<file path="src/rtl/alu_acc_pkg.sv">
// Shared definitions for the accumulator ALU: opcodes, FSM states and
// bit positions in the status-flag register.
package alu_acc_pkg;

  localparam logic [3:0] OP_ADD  = 4'b0000;
  localparam logic [3:0] OP_SUB  = 4'b0001;
  localparam logic [3:0] OP_OR   = 4'b0010;
  localparam logic [3:0] OP_ORN  = 4'b0011;
  localparam logic [3:0] OP_AND  = 4'b0100;
  localparam logic [3:0] OP_ANDN = 4'b0101;
  localparam logic [3:0] OP_NOTA = 4'b0110;
  localparam logic [3:0] OP_NOTB = 4'b0111;
  localparam logic [3:0] OP_LOAD = 4'b1000;
  localparam logic [3:0] OP_SHL  = 4'b1001;
  localparam logic [3:0] OP_SHR  = 4'b1010;
  localparam logic [3:0] OP_MUL  = 4'b1011;

  typedef enum logic [1:0] {
    S_IDLE  = 2'd0,
    S_SHIFT = 2'd1,
    S_MUL   = 2'd2
  } state_t;

  localparam int FLAG_C = 0;
  localparam int FLAG_Z = 1;
  localparam int FLAG_N = 2;
  localparam int FLAG_V = 3;

endpackage

</file>
<file path="src/rtl/alu_word.sv">
// Combinational WIDTH-bit ALU for the single-cycle opcodes (ADD..LOAD).
// Opcodes outside that range produce zero; the top level never uses them.
module alu_word
  import alu_acc_pkg::*;
#(
  parameter int WIDTH = 8
) (
  input  logic [WIDTH-1:0] a,
  input  logic [WIDTH-1:0] b,
  input  logic             cin,
  input  logic [3:0]       op,
  output logic [WIDTH-1:0] result,
  output logic             carry,
  output logic             overflow
);

  logic             is_sub;
  logic [WIDTH-1:0] b_eff;
  logic             c_eff;
  logic [WIDTH:0]   sum;

  // SUB reuses the adder as A + ~B + 1, so carry=1 means no borrow
  assign is_sub = (op == OP_SUB);
  assign b_eff  = is_sub ? ~b : b;
  assign c_eff  = is_sub ? 1'b1 : cin;
  assign sum    = {1'b0, a} + {1'b0, b_eff} + {{WIDTH{1'b0}}, c_eff};

  always_comb begin
    result   = '0;
    carry    = 1'b0;
    overflow = 1'b0;
    case (op)
      OP_ADD, OP_SUB: begin
        result   = sum[WIDTH-1:0];
        carry    = sum[WIDTH];
        overflow = (a[WIDTH-1] == b_eff[WIDTH-1]) && (sum[WIDTH-1] != a[WIDTH-1]);
      end
      OP_OR:   result = a | b;
      OP_ORN:  result = a | ~b;
      OP_AND:  result = a & b;
      OP_ANDN: result = a & ~b;
      OP_NOTA: result = ~a;
      OP_NOTB: result = ~b;
      OP_LOAD: result = b;
      default: result = '0;
    endcase
  end

endmodule

</file>
<file path="src/rtl/alu_accumulator.sv">
// Registered accumulator ALU with status flags, plus multi-cycle shift and
// shift-add multiply sequenced by a start/busy/done handshake.
module alu_accumulator
  import alu_acc_pkg::*;
#(
  parameter int WIDTH = 8
) (
  input  logic             in_clk,
  input  logic             in_reset,
  input  logic             in_start,
  input  logic [3:0]       in_control,
  input  logic [WIDTH-1:0] in_operand,
  input  logic             in_carry,
  output logic             out_busy,
  output logic             out_done,
  output logic [WIDTH-1:0] out_acc,
  output logic             out_carry,
  output logic             out_zero,
  output logic             out_negative,
  output logic             out_overflow
);

  localparam int KW = $clog2(WIDTH);
  localparam int CW = KW + 1;

  state_t             state, state_nx;
  logic [3:0]         op_q;
  logic [CW-1:0]      cnt;
  logic [WIDTH-1:0]   sh_q, mplier_q;
  logic [2*WIDTH-1:0] mcand_q, prod_q;
  logic [3:0]         flags_q;
  logic               done_q;

  logic [WIDTH-1:0]   alu_res;
  logic               alu_c, alu_v;
  logic [KW-1:0]      k;
  logic [WIDTH-1:0]   sh_nx;
  logic               sh_out;
  logic [2*WIDTH-1:0] prod_nx;

  logic               wr, done_nx, ld_shift, ld_mul, step;
  logic [WIDTH-1:0]   wr_res;
  logic               wr_c, wr_v;

  alu_word #(.WIDTH(WIDTH)) u_alu (
    .a        (out_acc),
    .b        (in_operand),
    .cin      (in_carry),
    .op       (in_control),
    .result   (alu_res),
    .carry    (alu_c),
    .overflow (alu_v)
  );

  assign k       = in_operand[KW-1:0];
  assign sh_nx   = (op_q == OP_SHL) ? {sh_q[WIDTH-2:0], 1'b0} : {1'b0, sh_q[WIDTH-1:1]};
  assign sh_out  = (op_q == OP_SHL) ? sh_q[WIDTH-1] : sh_q[0];
  assign prod_nx = mplier_q[0] ? (prod_q + mcand_q) : prod_q;

  always_ff @(posedge in_clk or posedge in_reset) begin
    if (in_reset) state <= S_IDLE;
    else          state <= state_nx;
  end

  always_comb begin
    state_nx = state;
    wr       = 1'b0;
    wr_res   = '0;
    wr_c     = 1'b0;
    wr_v     = 1'b0;
    done_nx  = 1'b0;
    ld_shift = 1'b0;
    ld_mul   = 1'b0;
    step     = 1'b0;
    case (state)
      S_IDLE: begin
        if (in_start) begin
          case (in_control)
            OP_SHL, OP_SHR: begin
              if (k == '0) begin
                wr      = 1'b1;
                wr_res  = out_acc;
                done_nx = 1'b1;
              end else begin
                ld_shift = 1'b1;
                state_nx = S_SHIFT;
              end
            end
            OP_MUL: begin
              ld_mul   = 1'b1;
              state_nx = S_MUL;
            end
            OP_ADD, OP_SUB, OP_OR, OP_ORN, OP_AND, OP_ANDN,
            OP_NOTA, OP_NOTB, OP_LOAD: begin
              wr      = 1'b1;
              wr_res  = alu_res;
              wr_c    = alu_c;
              wr_v    = alu_v;
              done_nx = 1'b1;
            end
            default: done_nx = 1'b1;
          endcase
        end
      end
      S_SHIFT: begin
        step = 1'b1;
        if (cnt == CW'(1)) begin
          wr       = 1'b1;
          wr_res   = sh_nx;
          wr_c     = sh_out;
          done_nx  = 1'b1;
          state_nx = S_IDLE;
        end
      end
      S_MUL: begin
        step = 1'b1;
        if (cnt == CW'(1)) begin
          wr       = 1'b1;
          wr_res   = prod_nx[WIDTH-1:0];
          wr_c     = |prod_nx[2*WIDTH-1:WIDTH];
          done_nx  = 1'b1;
          state_nx = S_IDLE;
        end
      end
      default: state_nx = S_IDLE;
    endcase
  end

  always_ff @(posedge in_clk or posedge in_reset) begin
    if (in_reset) begin
      out_acc  <= '0;
      flags_q  <= '0;
      done_q   <= 1'b0;
      op_q     <= '0;
      cnt      <= '0;
      sh_q     <= '0;
      mplier_q <= '0;
      mcand_q  <= '0;
      prod_q   <= '0;
    end else begin
      done_q <= done_nx;
      if (wr) begin
        out_acc         <= wr_res;
        flags_q[FLAG_C] <= wr_c;
        flags_q[FLAG_V] <= wr_v;
        flags_q[FLAG_Z] <= (wr_res == '0);
        flags_q[FLAG_N] <= wr_res[WIDTH-1];
      end
      if (ld_shift) begin
        op_q <= in_control;
        sh_q <= out_acc;
        cnt  <= {1'b0, k};
      end
      if (ld_mul) begin
        op_q     <= in_control;
        mcand_q  <= {{WIDTH{1'b0}}, out_acc};
        mplier_q <= in_operand;
        prod_q   <= '0;
        cnt      <= CW'(WIDTH);
      end
      if (step) begin
        cnt <= cnt - CW'(1);
        if (state == S_SHIFT) sh_q <= sh_nx;
        if (state == S_MUL) begin
          prod_q   <= prod_nx;
          mcand_q  <= mcand_q << 1;
          mplier_q <= mplier_q >> 1;
        end
      end
    end
  end

  assign out_busy     = (state != S_IDLE);
  assign out_done     = done_q;
  assign out_carry    = flags_q[FLAG_C];
  assign out_zero     = flags_q[FLAG_Z];
  assign out_negative = flags_q[FLAG_N];
  assign out_overflow = flags_q[FLAG_V];

endmodule

</file>
<file path="config.mk">
export PLATFORM = sky130hd
export DESIGN_NAME = alu_accumulator
export DESIGN_NICKNAME = d
export VERILOG_FILES = /design/src/rtl/alu_acc_pkg.sv /design/src/rtl/alu_word.sv /design/src/rtl/alu_accumulator.sv
export SDC_FILE = /design/constraint.sdc
export NUM_CORES = 1
export LEC_CHECK = 0
export ABC_AREA = 1
export BUFFER_PORTS_ARGS = -buffer_cell sky130_fd_sc_hd__buf_4
export CAP_MARGIN = 5
export CORE_UTILIZATION = 60
export DETAILED_ROUTE_END_ITERATION = 8
export PLACE_DENSITY = 0.78
export SLEW_MARGIN = 20
export SYNTH_ARGS = -nofsm -noshare
export SYNTH_HDL_FRONTEND = slang
export SYNTH_SLANG_ARGS = --single-unit
</file>
<file path="constraint.sdc">
create_clock -name in_clk -period 2.45 [get_ports in_clk]
set_input_delay 0.49 -clock in_clk [delete_from_list [all_inputs] [get_ports in_clk]]
set_output_delay 0.49 -clock in_clk [all_outputs]
set_load 0.02 [all_outputs]
</file>
=== After elaboration in Yosys (flattened, before gate mapping) ===
Index checks and enable logic that the tools add are counted.
W data, S select, Z words.

* Bits in read-only memories: 0
* Logic and storage cells: 115
* Flip-flop bits (word level): 71
* RAM bits: 0
* Memories: 0
* Bits in latches: 0

* Bitwise gates (word level): 6
* Shift-type cells: 0
* Div/mod/pow operators: 0
* Multiply operators: 0
* Equal/unequal tests: 21
* Mux-type cells: 60
* Reduce and logical (&&, ||, !) cells: 14
* $lt $le $gt $ge: 0
* Add/sub/neg operators: 4

{| class="wikitable"
|+ Operators by type and width
! cell !! count
|-
| $mux W16 || 7
|-
| $mux W8 || 12
|-
| $pmux W8 S8 || 1
|-
| $pmux W8 S3 || 1
|-
| $mux W1 || 23
|-
| $eq A4 B4 Y1 const B || 5
|-
| $mux W4 || 5
|-
| $add A16 B16 Y16 || 1
|-
| $and A8 B8 Y8 || 2
|-
| $eq A4 B3 Y1 const B || 4
|-
| $not A8 Y8 || 2
|-
| $or A8 B8 Y8 || 2
|-
| $pmux W8 S2 || 1
|-
| $add A8 B8 Y9 || 1
|-
| $add A9 B1 Y9 || 1
|-
| $reduce_or A9 Y1 || 1
|-
| $eq A4 B1 Y1 const B || 2
|-
| $eq A4 B2 Y1 const B || 2
|-
| $logic_not A8 Y1 || 1
|-
| $pmux W1 S2 || 4
|-
| $pmux W2 S2 || 2
|-
| $reduce_or A8 Y1 || 1
|-
| $mux W2 || 3
|-
| $reduce_or A2 Y1 || 3
|-
| other kinds (17) || 18
|}

=== Depth between registers and ports, before layout ===
Gate-level depths: netlist (run 1).

* Word-level depth: 10
* Mapped depth: 22
* Depth with buffers taken out: 21

=== Hierarchy ===
A second synthesis (run 1) with hierarchy kept.

* Cell total of the unflattened synthesis: 884
* Area, all modules: 5788.1 um^2

{| class="wikitable"
|+ Modules (own cells, without submodules)
! module !! times used !! seq. area each (um^2) !! area an instance (um^2) !! cells an instance
|-
| alu_accumulator || 1 || 1751.7 || 4744.6 || 685
|-
| alu_word || 1 || 0.0 || 1043.5 || 199
|}

=== Worst setup path after synthesis (run 1) ===
OpenSTA, ideal clock, no wires.

* Kind: input -> register
* Start: in in_control[3]
* End: reg flags_q[1]
* Setup time: 0.065 ns
* Setup slack: -0.602 ns
* Stages: 20
* Arrival: 2.988 ns
* Buffers on the path: 0
* Cell sequence: nor2_1 nand2_2 nor2_2 xor2_1 fa_1 inv_1 fa_1 nand2_1 inv_1 o21ai_0 nand3b_1 nand3_1 nand4_1 nand2_1 nand2_1 nand2_1 nand2_1 nor2_1 nand3_1 nand2_1

* Word-level cells in the longest chain between the ends: 9
* Elaborated cells on any way between the ends: 26

{| class="wikitable"
|+ Ends and longest elaborated chain
! item !! line !! RTL
|-
| start, declared || alu_accumulator.sv:11 || <nowiki>input logic [3:0] in_control,</nowiki>
|-
| $eq A4 B1 Y1 || alu_word.sv:23, alu_word.sv:32, alu_accumulator.sv:78 ||
|-
| $mux W8 || alu_word.sv:24 || <nowiki>assign b_eff = is_sub ? ~b : b;</nowiki>
|-
| $add A8 B8 Y9 || alu_word.sv:26 || <nowiki>assign sum = {1'b0, a} + {1'b0, b_eff} + {{WIDTH{1'b0}}, c_eff};</nowiki>
|-
| $add A9 B1 Y9 || alu_word.sv:26 ||
|-
| $pmux W8 S8 || alu_word.sv:32 || <nowiki>case (op)</nowiki>
|-
| $pmux W8 S2 || alu_accumulator.sv:78 || <nowiki>case (in_control)</nowiki>
|-
| $mux W8 || alu_accumulator.sv:77 || <nowiki>if (in_start) begin</nowiki>
|-
| $pmux W8 S3 || alu_accumulator.sv:75 || <nowiki>case (state)</nowiki>
|-
| $logic_not A8 Y1 || alu_accumulator.sv:146 || <nowiki>flags_q[FLAG_Z] <= (wr_res == '0);</nowiki>
|-
| end signal, assigned by index || alu_accumulator.sv:145 || <nowiki>flags_q[FLAG_V] <= wr_v;</nowiki>
|-
| end signal, assigned by index || alu_accumulator.sv:146 ||
|-
| end signal, assigned by index || alu_accumulator.sv:147 || <nowiki>flags_q[FLAG_N] <= wr_res[WIDTH-1];</nowiki>
|-
| end, declared || alu_accumulator.sv:31 || <nowiki>logic [3:0] flags_q;</nowiki>
|}

Several ways; a longest one is shown, not always the timed one.
A chain may end at the register's enable or synchronous reset.

=== Worst setup path after layout (run 1) ===
Ends and elaborated chain as after synthesis.

==> metrics.md, run 1 <==
| Metric | Value |
|---|---|
| Status | `complete, but fails checks` |
| Failing checks | `setup timing` |
| Post-synth top area share | `31.0%` |
| Die area | `0.00982 mm^2` |
| Largest delay share family, worst path | `simple AND/OR/NAND/NOR gates` |
| Share of synthesized registers carrying an async set or reset | `100%` |
| Starting Density | `61.5%` |
| 1st-pass router iterations | `5` |
| Hold_ws | `52.1 ps` |
| Fin nets | `968` |
| Hold Crit Class | `in2async` |
| Syn Inst Count | `859` |
| Synthesized area | `0.00566 mm^2` |
| Crit path depth | `22` |
| CTS buffer count | `9` |
| WP buf/inv | `3` |
| Clock Skew | `16.2 ps` |
| Final Worst Setup Slack | `-17.2 ps` |
| H-tree depth | `3` |
| Area leader, netlist | `dfrtp_1` |
| Clk root buf | `clkbuf_8` |
| Critical path endpoint | `flags_q[1]` |
| Worst R2R Setup Slack | `80 ps` |
| Worst r2r dst | `flags_q[1]` |
| CP peak stage delay | `380 ps` |
| Post-Synth XOR/XNOR Area | `2.63%` |
| Routed wire length | `16500 um` |
| Crit Path Category | `in2reg` |
| Mux cell area share after synthesis | `0%` |
| Worst Path Required | `2700 ps` |
| Prevailing post-synth register cell | `dfrtp_1` |
| Routed vias | `5932` |
| Fin. max-slew vios | `0` |
| Clk slew on worst S/H paths | `80 ps` |
| Cts hold-fix bufs | `0` |
| RSZ-0062 raised after global routing | `true` |
| Worst Setup SP | `in_control[3]` |
| Peak VDD IR | `634 uV` |
| Synth Register Bits | `70` |
| Dpl ws | `-394 ps` |
| Fin cells | `1037` |
| GPL Wtd Cong | `0.955` |
| Die H | `99.1 um` |
| Total GRT Usage | `34.8%` |
| Most used cell, CP | `nand2_1` |
| Worst-Skew Late Latency | `350 ps` |
| Clock sink count | `70` |
| Adder-Cell Fraction of Synth Area | `7.26%` |
| First-pass GRT wire length | `26600 um` |
| Wirelength per Cell | `15.9 um` |
| Leakage | `3.53 nW` |
| Yosys warning total | `0` |
| Final period utilization | `101%` |
| Max Clock Freq | `405 MHz` |
| Remaining global-route overflow | `0` |
| Hpwl dp | `12500 um` |
| Cells after DPL | `1018` |
| CP Launch Type | `input pin` |
| TritonCTS clock tree | `done` |
| Port buffer count | `29` |
| CP max-delay cell | `fa_2` |
| Detailed-route DRC error count | `0` |
| Least-Margin Pin Slew | `499 ps` |
| Syn Area/Cell | `6.58 um^2` |
| Number of global-route vias before repair | `5750` |
| Inserted Diodes | `0` |
| Final core utilization | `72.8%` |
| Row count | `35` |
| Post-Synth Simple-Gate Area | `32.9%` |
| Core area | `0.00920 mm^2` |
| Headroom to the max-slew limit | `66.6%` |
| Boundary Pins | `30` |
| Pin count of the biggest net entering global routing | `64` |
| EDFF count, synth | `0` |
| Share of cells above drive strength 1 | `18.0%` |
| Area Overhead vs Synth | `18.3%` |
| Reg2reg start | `mcand_q[0]` |
| Max Cap Violations | `0` |
| Vias/cell | `5.72` |
| Top cells by area, synth | `dfrtp_1, nand2_1, inv_1, nand3_1, o21ai_0` |
| Setup Viol. Count Final | `1` |
| Largest family of logic cells by synthesized area | `simple AND/OR/NAND/NOR gates` |
| Power Density | `1260 mW/mm^2` |
| WP data arrival | `2710 ps` |
| Initial antenna violation count | `0` |
| Crit-path cells | `buf_4, nor2_4, nand2_4, nor2_4, xor2_2, fa_2, inv_2, fa_2, nand2_2, inv_2, o21ai_2, nand2_1, nand2_1, nand3_1, nand4_1, nand2_1, nand2_1, nand2_1, nand2_1, nor2_1, nand3_1, nand2_1` |
| Tmin final | `2470 ps` |
| Worst-path fanout max | `3` |
| Worst reg-to-reg path cell count | `14` |
| DRT iter0 DRCs | `313` |
| Compound-gate portion of the synthesized area | `15.5%` |
| Antenna viol nets, final | `0` |
| Final Hold Fails | `0` |
| Post-synth cell types | `42` |
| Maximum root-to-sink buffer count | `2` |
| Chip width | `99.1 um` |
| Synthesized Nets | `906` |
| CP Capture Type | `register` |
| Seq/Total Area, Yosys | `31.0%` |
[flip-flops by register name, summed over array words and instances (netlist names)]
register  cells
op_q          4
mcand_q      16
cnt           4
out_done      1
mplier_q      8
sh_q          8
state         2
flags_q       4
prod_q       16
out_acc       7
[cell usage in the layout (no fill, tap or decap), drive strengths merged, types with 8 or more instances in the layout]
cell,synthesis,routed
nand3,84,84
clkbuf,11,11
or2,8,8
buf,11,73
inv,126,126
nand2,246,246
xor2,13,13
o22ai,8,8
dfrtp,70,70
a21oi,54,54
ha,28,28
nor2,66,66
o21ai,95,95
nand4,13,13
[through the flow]
stage                     TNS, ps  area [um^2]  power [mW]
after floorplan              -729         5690        5.63
after global placement      -1810         6250        6.91
after detailed placement    -2160         6250        7.06
after CTS                       0         6500        8.19
after global routing         -283         6690        9.16
final                       -17.2         6690        8.42
[timing repair]
action	in CTS	in global routing
hold endpoints to repair	0	0
setup buffers	0	3
endpoints found under the setup margin	2	7
pin swaps	1	13
resized for setup	3	36
[cell families (layout without fill, tap and decap cells)]
group | count (synthesis) | count (layout)
xor gates and xnor gates | 17 | 17
DFF | 70 | 70
adders and majority gates | 31 | 31
AOI/OAI and AO/OA | 165 | 165
and+or+nand+nor | 426 | 426
buffers and inverters | 150 | 217
[cell usage after synthesis (3+ instances only)]
cell type,n
nand3b_1,4
nor2_4,3
buf_6,4
dfrtp_1,70
fa_1,3
or2_2,8
nand2_2,7
nor2_1,61
inv_1,113
nor3_1,3
nand2_1,238
o21ai_0,81
ha_1,28
xnor2_1,4
buf_2,3
o21ai_1,14
o22ai_1,8
inv_2,12
nand3_1,82
xor2_1,13
clkbuf_1,11
a21oi_1,51
nand4_1,12
[report_power, final]
part           internal, mW  switching, mW
clock network         0.629          0.462
logic                  1.96           3.23
registers              1.69          0.445
total                  4.28           4.14
[cell type report]
| cell class | count | area (um^2) |
|---|---|---|
| clock buffers | 11 | 151 |
| clock inverters | 5 | 81.3 |
| fillers | 777 | 2500 |
| inverters | 128 | 488 |
| multi-input cells | 639 | 3490 |
| flip-flops and latches | 70 | 1750 |
| well taps | 111 | 139 |
| repair buffers | 73 | 593 |
[worst min path at each step]
stage | start | end | slack, ps | cells past startpoint
final | in_reset | cnt[2] | 50 | 2
after global routing | in_reset | cnt[2] | 60 | 2
after CTS | in_reset | cnt[2] | 50 | 2
after detailed placement | in_reset | cnt[2] | 420 | 2
after global placement | in_reset | cnt[0] | 410 | 2
after floorplan | op_q[3] | op_q[3] | 460 | 1
[per-layer routing]
metal  global-route usage, %  vias to the layer above  part of all wire [%]
met5                       0                        -                     0
met4                    19.1                        0                   4.7
met3                    5.46                       48                   5.8
met2                    59.9                      193                    49
met1                    41.9                     2795                    40
li1                        -                     2896                     -
Power figures use the tool's default switching activity.
==> inputs of run 2 (changes only) <==
--- a/config.mk
+++ b/config.mk
@@ -8,9 +8,10 @@
 export ABC_AREA = 1
 export BUFFER_PORTS_ARGS = -buffer_cell sky130_fd_sc_hd__buf_4
 export CAP_MARGIN = 5
+export CORE_MARGIN = 2
 export CORE_UTILIZATION = 60
 export DETAILED_ROUTE_END_ITERATION = 8
-export PLACE_DENSITY = 0.78
+export PLACE_DENSITY = 0.85
 export SLEW_MARGIN = 20
 export SYNTH_ARGS = -nofsm -noshare
 export SYNTH_HDL_FRONTEND = slang
==> metrics.md, run 2 (synthesis gave the netlist of run 1 again) <==
| Metric | Value |
|---|---|
| Vias/cell | `5.86 (was 5.72)` |
| CP Launch Type | `input pin (unchanged)` |
| Crit Path Category | `in2reg (unchanged)` |
| Die H | `101 um (was 99.1 um)` |
| CTS buffer count | `9 (unchanged)` |
| Worst Path Required | `2740 ps (was 2700 ps)` |
| WP data arrival | `2780 ps (was 2710 ps)` |
| Wirelength per Cell | `16.1 um (was 15.9 um)` |
| Area Overhead vs Synth | `20.0% (was 18.3%)` |
| Setup Viol. Count Final | `1 (unchanged)` |
| Power Density | `1270 mW/mm^2 (was 1260 mW/mm^2)` |
| Initial antenna violation count | `0 (unchanged)` |
| Fin. max-slew vios | `0 (unchanged)` |
| Least-Margin Pin Slew | `590 ps (was 499 ps)` |
| 1st-pass router iterations | `5 (unchanged)` |
| RSZ-0062 raised after global routing | `true (unchanged)` |
| Most frequent cells in the layout | `nand2_1, inv_1, o21ai_0 (unchanged)` |
| Maximum root-to-sink buffer count | `2 (unchanged)` |
| Final period utilization | `102% (was 101%)` |
| Core area | `0.00920 mm^2 (unchanged)` |
| Fin nets | `976 (was 968)` |
| Most common cell after layout, fill and taps aside | `nand2_1 (unchanged)` |
| GPL Wtd Cong | `0.937 (was 0.955)` |
| Worst-Skew Late Latency | `350 ps (about the same)` |
| Final Hold Fails | `0 (unchanged)` |
| Remaining global-route overflow | `0 (unchanged)` |
| DRT iter0 DRCs | `531 (was 313)` |
| Total GRT Usage | `34.1% (was 34.8%)` |
| Peak VDD IR | `807 uV (was 634 uV)` |
| Inserted Diodes | `0 (unchanged)` |
| Number of global-route vias before repair | `5923 (was 5750)` |
| TritonCTS clock tree | `done (unchanged)` |
| Row count | `35 (unchanged)` |
| Final Power | `8.64 mW (was 8.42 mW)` |
| Detailed-route DRC error count | `0 (unchanged)` |
| First-pass GRT wire length | `27300 um (was 26600 um)` |
| Clock Skew | `11.9 ps (was 16.2 ps)` |
| Max Clock Freq | `401 MHz (was 405 MHz)` |
| Worst R2R Setup Slack | `60 ps (was 80 ps)` |
| Boundary Pins | `30 (unchanged)` |
| H-tree depth | `3 (unchanged)` |
| Port buffer count | `29 (unchanged)` |
| Final Worst Setup Slack | `-45.3 ps (was -17.2 ps)` |
| Worst-path fanout max | `3 (unchanged)` |
| Reg2reg start | `mcand_q[0] (unchanged)` |
| Routed vias | `6120 (was 5932)` |
| Antenna viol nets, final | `0 (unchanged)` |
| Tmin final | `2500 ps (was 2470 ps)` |
| Fillers | `732 (was 777)` |
| Clock sink count | `70 (unchanged)` |
| Status | `complete, but fails checks (unchanged)` |
| Pin count of the biggest net entering global routing | `42 (was 64)` |
| Biggest regs | `mcand_q x16, prod_q x16 (unchanged)` |
| Failing checks | `setup timing (unchanged)` |
| Worst r2r dst | `flags_q[1] (unchanged)` |
| Cts hold-fix bufs | `0 (unchanged)` |
| Die area | `0.0102 mm^2 (was 0.00982 mm^2)` |
| Clk root buf | `clkbuf_8 (unchanged)` |
| Starting Density | `61.5% (unchanged)` |
| Hold_ws | `204 ps (was 52.1 ps)` |
| Clk slew on worst S/H paths | `80 ps (about the same)` |
| Share of cells above drive strength 1 | `19.8% (was 18.0%)` |
| Chip width | `101 um (was 99.1 um)` |
| Worst reg-to-reg path cell count | `14 (unchanged)` |
| Routed wire length | `16800 um (was 16500 um)` |
| Leakage | `3.57 nW (was 3.53 nW)` |
| CP Capture Type | `register (unchanged)` |
| Headroom to the max-slew limit | `60.6% (was 66.6%)` |
| Hpwl dp | `12800 um (was 12500 um)` |
| Max Cap Violations | `0 (unchanged)` |
| Hold Crit Class | `in2async (unchanged)` |
-- run 2: cell count changes in the layout (fill, tap and decap cells not counted), sizes merged --
cell / delta
buf: +8
clkbuf: -1
inv: +1
-- run 2: cell type report --
type                    instances  area (um^2)  share of cell area, %
multi-input cells             639         3530                   52.0
inverters                     128          488                   7.19
clock inverters                 6         93.8                   1.38
repair buffers                 81          656                   9.66
clock buffers                  10          128                   1.88
flip-flops and latches         70         1750                   25.8
well taps                     111          139                   2.05
-- run 2: where the power goes --
| group | total, mW | internal (mW) | switching (mW) |
|---|---|---|---|
| sequential | 2.15 | 1.69 | 0.458 |
| combinational | 5.43 | 2.05 | 3.37 |
| clock | 1.06 | 0.581 | 0.480 |
| total | 8.64 | 4.32 | 4.31 |
-- run 2: worst max-delay path by stage --
stage | depth (start not counted) | end | startpoint
after global routing | 22 | flags_q[1] | in_control[3]
after CTS | 21 | flags_q[1] | in_control[2]
after detailed placement | 21 | flags_q[1] | in_control[3]
final | 19 | flags_q[1] | in_control[3]
after floorplan | 18 | flags_q[1] | in_control[3]
after global placement | 21 | flags_q[1] | in_control[3]
-- run 2: per-layer routing --
layer | routed length [um] | global-route usage [%]
met5 | 0 | 0
met1 | 6780 | 43.2
met3 | 1490 | 7.49
met2 | 7940 | 56.4
met4 | 603 | 14.2
-- run 2: critical path, cell delays in order --
cell	delay [ps]
buf_8	100
nor2_4	130
nand2_4	70
nor2_4	170
xor2_2	90
fa_2	340
inv_2	70
fa_2	420
nand2_1	70
nand3_1	70
a21oi_1	120
nand3_1	100
nand2_1	80
nand2_2	60
nand2_1	70
nand2_1	50
nor2_1	120
nand3_1	80
nand2_1	60
-- run 2: repair_timing --
item / 4_1_cts / 5_1_grt
buffers inserted: 0 / 7
endpoints found under the setup margin: 3 / 9
pin swaps: 6 / 24
gates resized for setup: 5 / 47
-- run 2: metrics by stage --
step | worst slack [ps] | cells | utilization (%) | TNS [ps] | area [um^2]
after floorplan | -292 | 859 | - | -729 | 5690
after global placement | -317 | 1022 | 68.3 | -2180 | 6280
after detailed placement | -482 | 1022 | 68.3 | -3200 | 6280
after CTS | -18.0 | 1038 | 71.0 | -18.0 | 6530
after global routing | -219 | 1045 | 73.8 | -664 | 6780
final | -45.3 | 1045 | 73.8 | -45.3 | 6780
==> inputs of run 3 (changes only) <==
--- a/config.mk
+++ b/config.mk
@@ -10,9 +10,11 @@
 export CAP_MARGIN = 5
 export CORE_MARGIN = 2
 export CORE_UTILIZATION = 60
+export CTS_BUF_LIST = sky130_fd_sc_hd__clkbuf_8
 export DETAILED_ROUTE_END_ITERATION = 8
 export PLACE_DENSITY = 0.85
 export SLEW_MARGIN = 20
 export SYNTH_ARGS = -nofsm -noshare
 export SYNTH_HDL_FRONTEND = slang
 export SYNTH_SLANG_ARGS = --single-unit
+export TNS_END_PERCENT = 10
==> metrics.md, run 3 (synthesis gave the netlist of run 1 again) <==
| Metric | Value |
|---|---|
| DRT iter0 DRCs | `679 (was 531)` |
| First-pass GRT wire length | `25900 um (was 27300 um)` |
| Remaining global-route overflow | `0 (unchanged)` |
| Routed wire length | `15600 um (was 16800 um)` |
| Fin Setup TNS | `-14.9 ps (was -45.3 ps)` |
| Least-Margin Pin Slew | `515 ps (was 590 ps)` |
| Final Worst Setup Slack | `-14.9 ps (was -45.3 ps)` |
| Sequential cell area | `0.00175 mm^2 (unchanged)` |
| RSZ-0062 raised after global routing | `true (unchanged)` |
| Peak VDD IR | `678 uV (was 807 uV)` |
| Clock Skew | `17.0 ps (was 11.9 ps)` |
| Port buffer count | `29 (unchanged)` |
| Clk slew on worst S/H paths | `80 ps (about the same)` |
| Row count | `35 (unchanged)` |
| Starting Density | `61.5% (unchanged)` |
| WP data arrival | `2760 ps (was 2780 ps)` |
| Final core utilization | `70.2% (was 73.8%)` |
| Crit-path cells | `buf_4, nor2_4, nand2_4, nor2_4, xor2_2, fa_2, inv_2, fa_2, nand2_1, nand3_1, a21oi_1, nand3_1, nand2_1, nand2_1, nand2_1, nand2_1, nor2_1, nand3_1, nand2_1 (was buf_8, nor2_4, nand2_4, nor2_4, xor2_2, fa_2, inv_2, fa_2, nand2_1, nand3_1, a21oi_1, nand3_1, nand2_1, nand2_2, nand2_1, nand2_1, nor2_1, nand3_1, nand2_1)` |
| Share of cells above drive strength 1 | `15.1% (was 19.8%)` |
| Headroom to the max-slew limit | `65.6% (was 60.6%)` |
| Die H | `101 um (unchanged)` |
| Fin cells | `1032 (was 1045)` |
| Worst-path fanout max | `3 (unchanged)` |
| Max Clock Freq | `406 MHz (was 401 MHz)` |
| Status | `complete, but fails checks (unchanged)` |
| CP Launch Type | `input pin (unchanged)` |
| Largest delay share family, worst path | `simple AND/OR/NAND/NOR gates (unchanged)` |
| Inserted Diodes | `0 (unchanged)` |
| CP peak stage delay | `420 ps (about the same)` |
| Cts hold-fix bufs | `0 (unchanged)` |
| Wirelength per Cell | `15.2 um (was 16.1 um)` |
| Clk root buf | `clkbuf_8 (unchanged)` |
| Hpwl dp | `11800 um (was 12800 um)` |
| Maximum root-to-sink buffer count | `2 (unchanged)` |
| Hold Crit Class | `in2async (unchanged)` |
| Fillers | `771 (was 732)` |
| Most used cell, CP | `nand2_1 (unchanged)` |
| Area of the multi-input gates | `0.00335 mm^2 (was 0.00353 mm^2)` |
| Core area | `0.00920 mm^2 (unchanged)` |
| Final period utilization | `101% (was 102%)` |
| Pin count of the biggest net entering global routing | `42 (unchanged)` |
| Clock network power share | `11.9% (was 12.3%)` |
| CTS buffer count | `9 (unchanged)` |
| Final Power | `8.14 mW (was 8.64 mW)` |
| Worst Path Required | `2750 ps (was 2740 ps)` |
| Most frequent cells in the layout | `nand2_1, inv_1, nand3_1 (was nand2_1, inv_1, o21ai_0)` |
| Failing checks | `setup timing (unchanged)` |
| H-tree depth | `3 (unchanged)` |
| Fin nets | `964 (was 976)` |
| Finished Cell Area | `0.00646 mm^2 (was 0.00678 mm^2)` |
| Setup Viol. Count Final | `1 (unchanged)` |
| Crit Path Category | `in2reg (unchanged)` |
| Number of global-route vias before repair | `5427 (was 5923)` |
| Biggest regs | `mcand_q x16, prod_q x16 (unchanged)` |
| 1st-pass router iterations | `8 (was 5)` |
| Routed vias | `5869 (was 6120)` |
| Final Hold Fails | `0 (unchanged)` |
| Leakage | `3.46 nW (was 3.57 nW)` |
| Worst Setup SP | `in_control[2] (was in_control[3])` |
| Clock sink count | `70 (unchanged)` |
| Tmin final | `2460 ps (was 2500 ps)` |
| Post-CTS Setup Bufs | `0 (unchanged)` |
| Area post-placement | `0.00623 mm^2 (was 0.00628 mm^2)` |
| Boundary Pins | `30 (unchanged)` |
| Total GRT Usage | `32.5% (was 34.1%)` |
| Seq pwr share | `26.5% (was 24.9%)` |
| Combinational share of power | `61.6% (was 62.8%)` |
| Antenna viol nets, final | `0 (unchanged)` |
| Vias/cell | `5.69 (was 5.86)` |
| Chip width | `101 um (unchanged)` |
| Worst-Skew Late Latency | `360 ps (was 350 ps)` |
| CP Capture Type | `register (unchanged)` |
| Switching Power | `4.09 mW (was 4.31 mW)` |
| Fin. max-slew vios | `0 (unchanged)` |
| Reg2reg start | `mcand_q[0] (unchanged)` |
| Cells after DPL | `1017 (was 1022)` |
| GPL Wtd Cong | `1.00 (was 0.937)` |
| Area Overhead vs Synth | `14.2% (was 20.0%)` |
| WP buf/inv | `2 (unchanged)` |
| Max Cap Violations | `0 (unchanged)` |
| CP max-delay cell | `fa_2 (unchanged)` |
| Die area | `0.0102 mm^2 (unchanged)` |
| Initial antenna violation count | `0 (unchanged)` |
| Detailed-route DRC error count | `0 (unchanged)` |
| TritonCTS clock tree | `done (unchanged)` |
| P_int | `4.05 mW (was 4.32 mW)` |
| Power Density | `1260 mW/mm^2 (was 1270 mW/mm^2)` |
| Most common cell after layout, fill and taps aside | `nand2_1 (unchanged)` |
| Net Sw Frac | `50.2% (was 49.9%)` |
run 3: cell count changes in the layout (fill, tap and decap cells not counted), sizes merged:
cell | previous run | this run
bufinv | 2 | 1
clkinvlp | 1 | 2
buf | 81 | 69
clkinv | 4 | 3
run 3: per-layer routing:
metal / global-route usage (%) / wire length, um / vias up
li1: - / - / 2903
met1: 44.2 / 6860 / 2699
met2: 50.3 / 6960 / 216
met3: 5.55 / 1060 / 51
met4: 15.8 / 766 / 0
met5: 0 / 0 / -
run 3: through the flow:
step	setup WS, ps	hold slack (ps)
after floorplan	-308	462
after global placement	-319	474
after detailed placement	-431	468
after CTS	9.62	183
after global routing	-222	217
final	-14.9	170
run 3: what timing repair did:
action,CTS,global route
setup endpoints to repair,2,6
pin swaps,3,4
gates resized for setup,3,6
hold endpoints to repair,0,0
run 3: final timing paths:
kind,endpoint,slack (ps),cells after the start
min in group in_clk,mplier_q[6],440,3
max in group asynchronous,out_done,1640,3
hold / removal,mplier_q[7],170,2
setup reg to reg,flags_q[0],100,14
setup / recovery,flags_q[1],-10,19
hold reg to reg,op_q[3],500,1
run 3: layout make-up:
type / count / share of cell area, %
inverters: 128 / 7.48
clock inverters: 5 / 0.911
repair buffers: 69 / 8.27
clock buffers: 10 / 2.13
multi-input cells: 639 / 51.9
flip-flops and latches: 70 / 27.1
well taps: 111 / 2.15
run 3: power by group through the flow:
| stage | Combinational, mW | Sequential (mW) | Clock (mW) |
|---|---|---|---|
| 5_1_grt | 5.70 | 2.21 | 1.02 |
| 3_3_place_gp | 4.75 | 2.14 | 0 |
| 4_1_cts | 4.92 | 2.14 | 0.970 |
| 2_1_floorplan | 3.51 | 2.12 | 0 |
| 6_report | 5.02 | 2.16 | 0.966 |
| 3_5_place_dp | 4.85 | 2.16 | 0 |
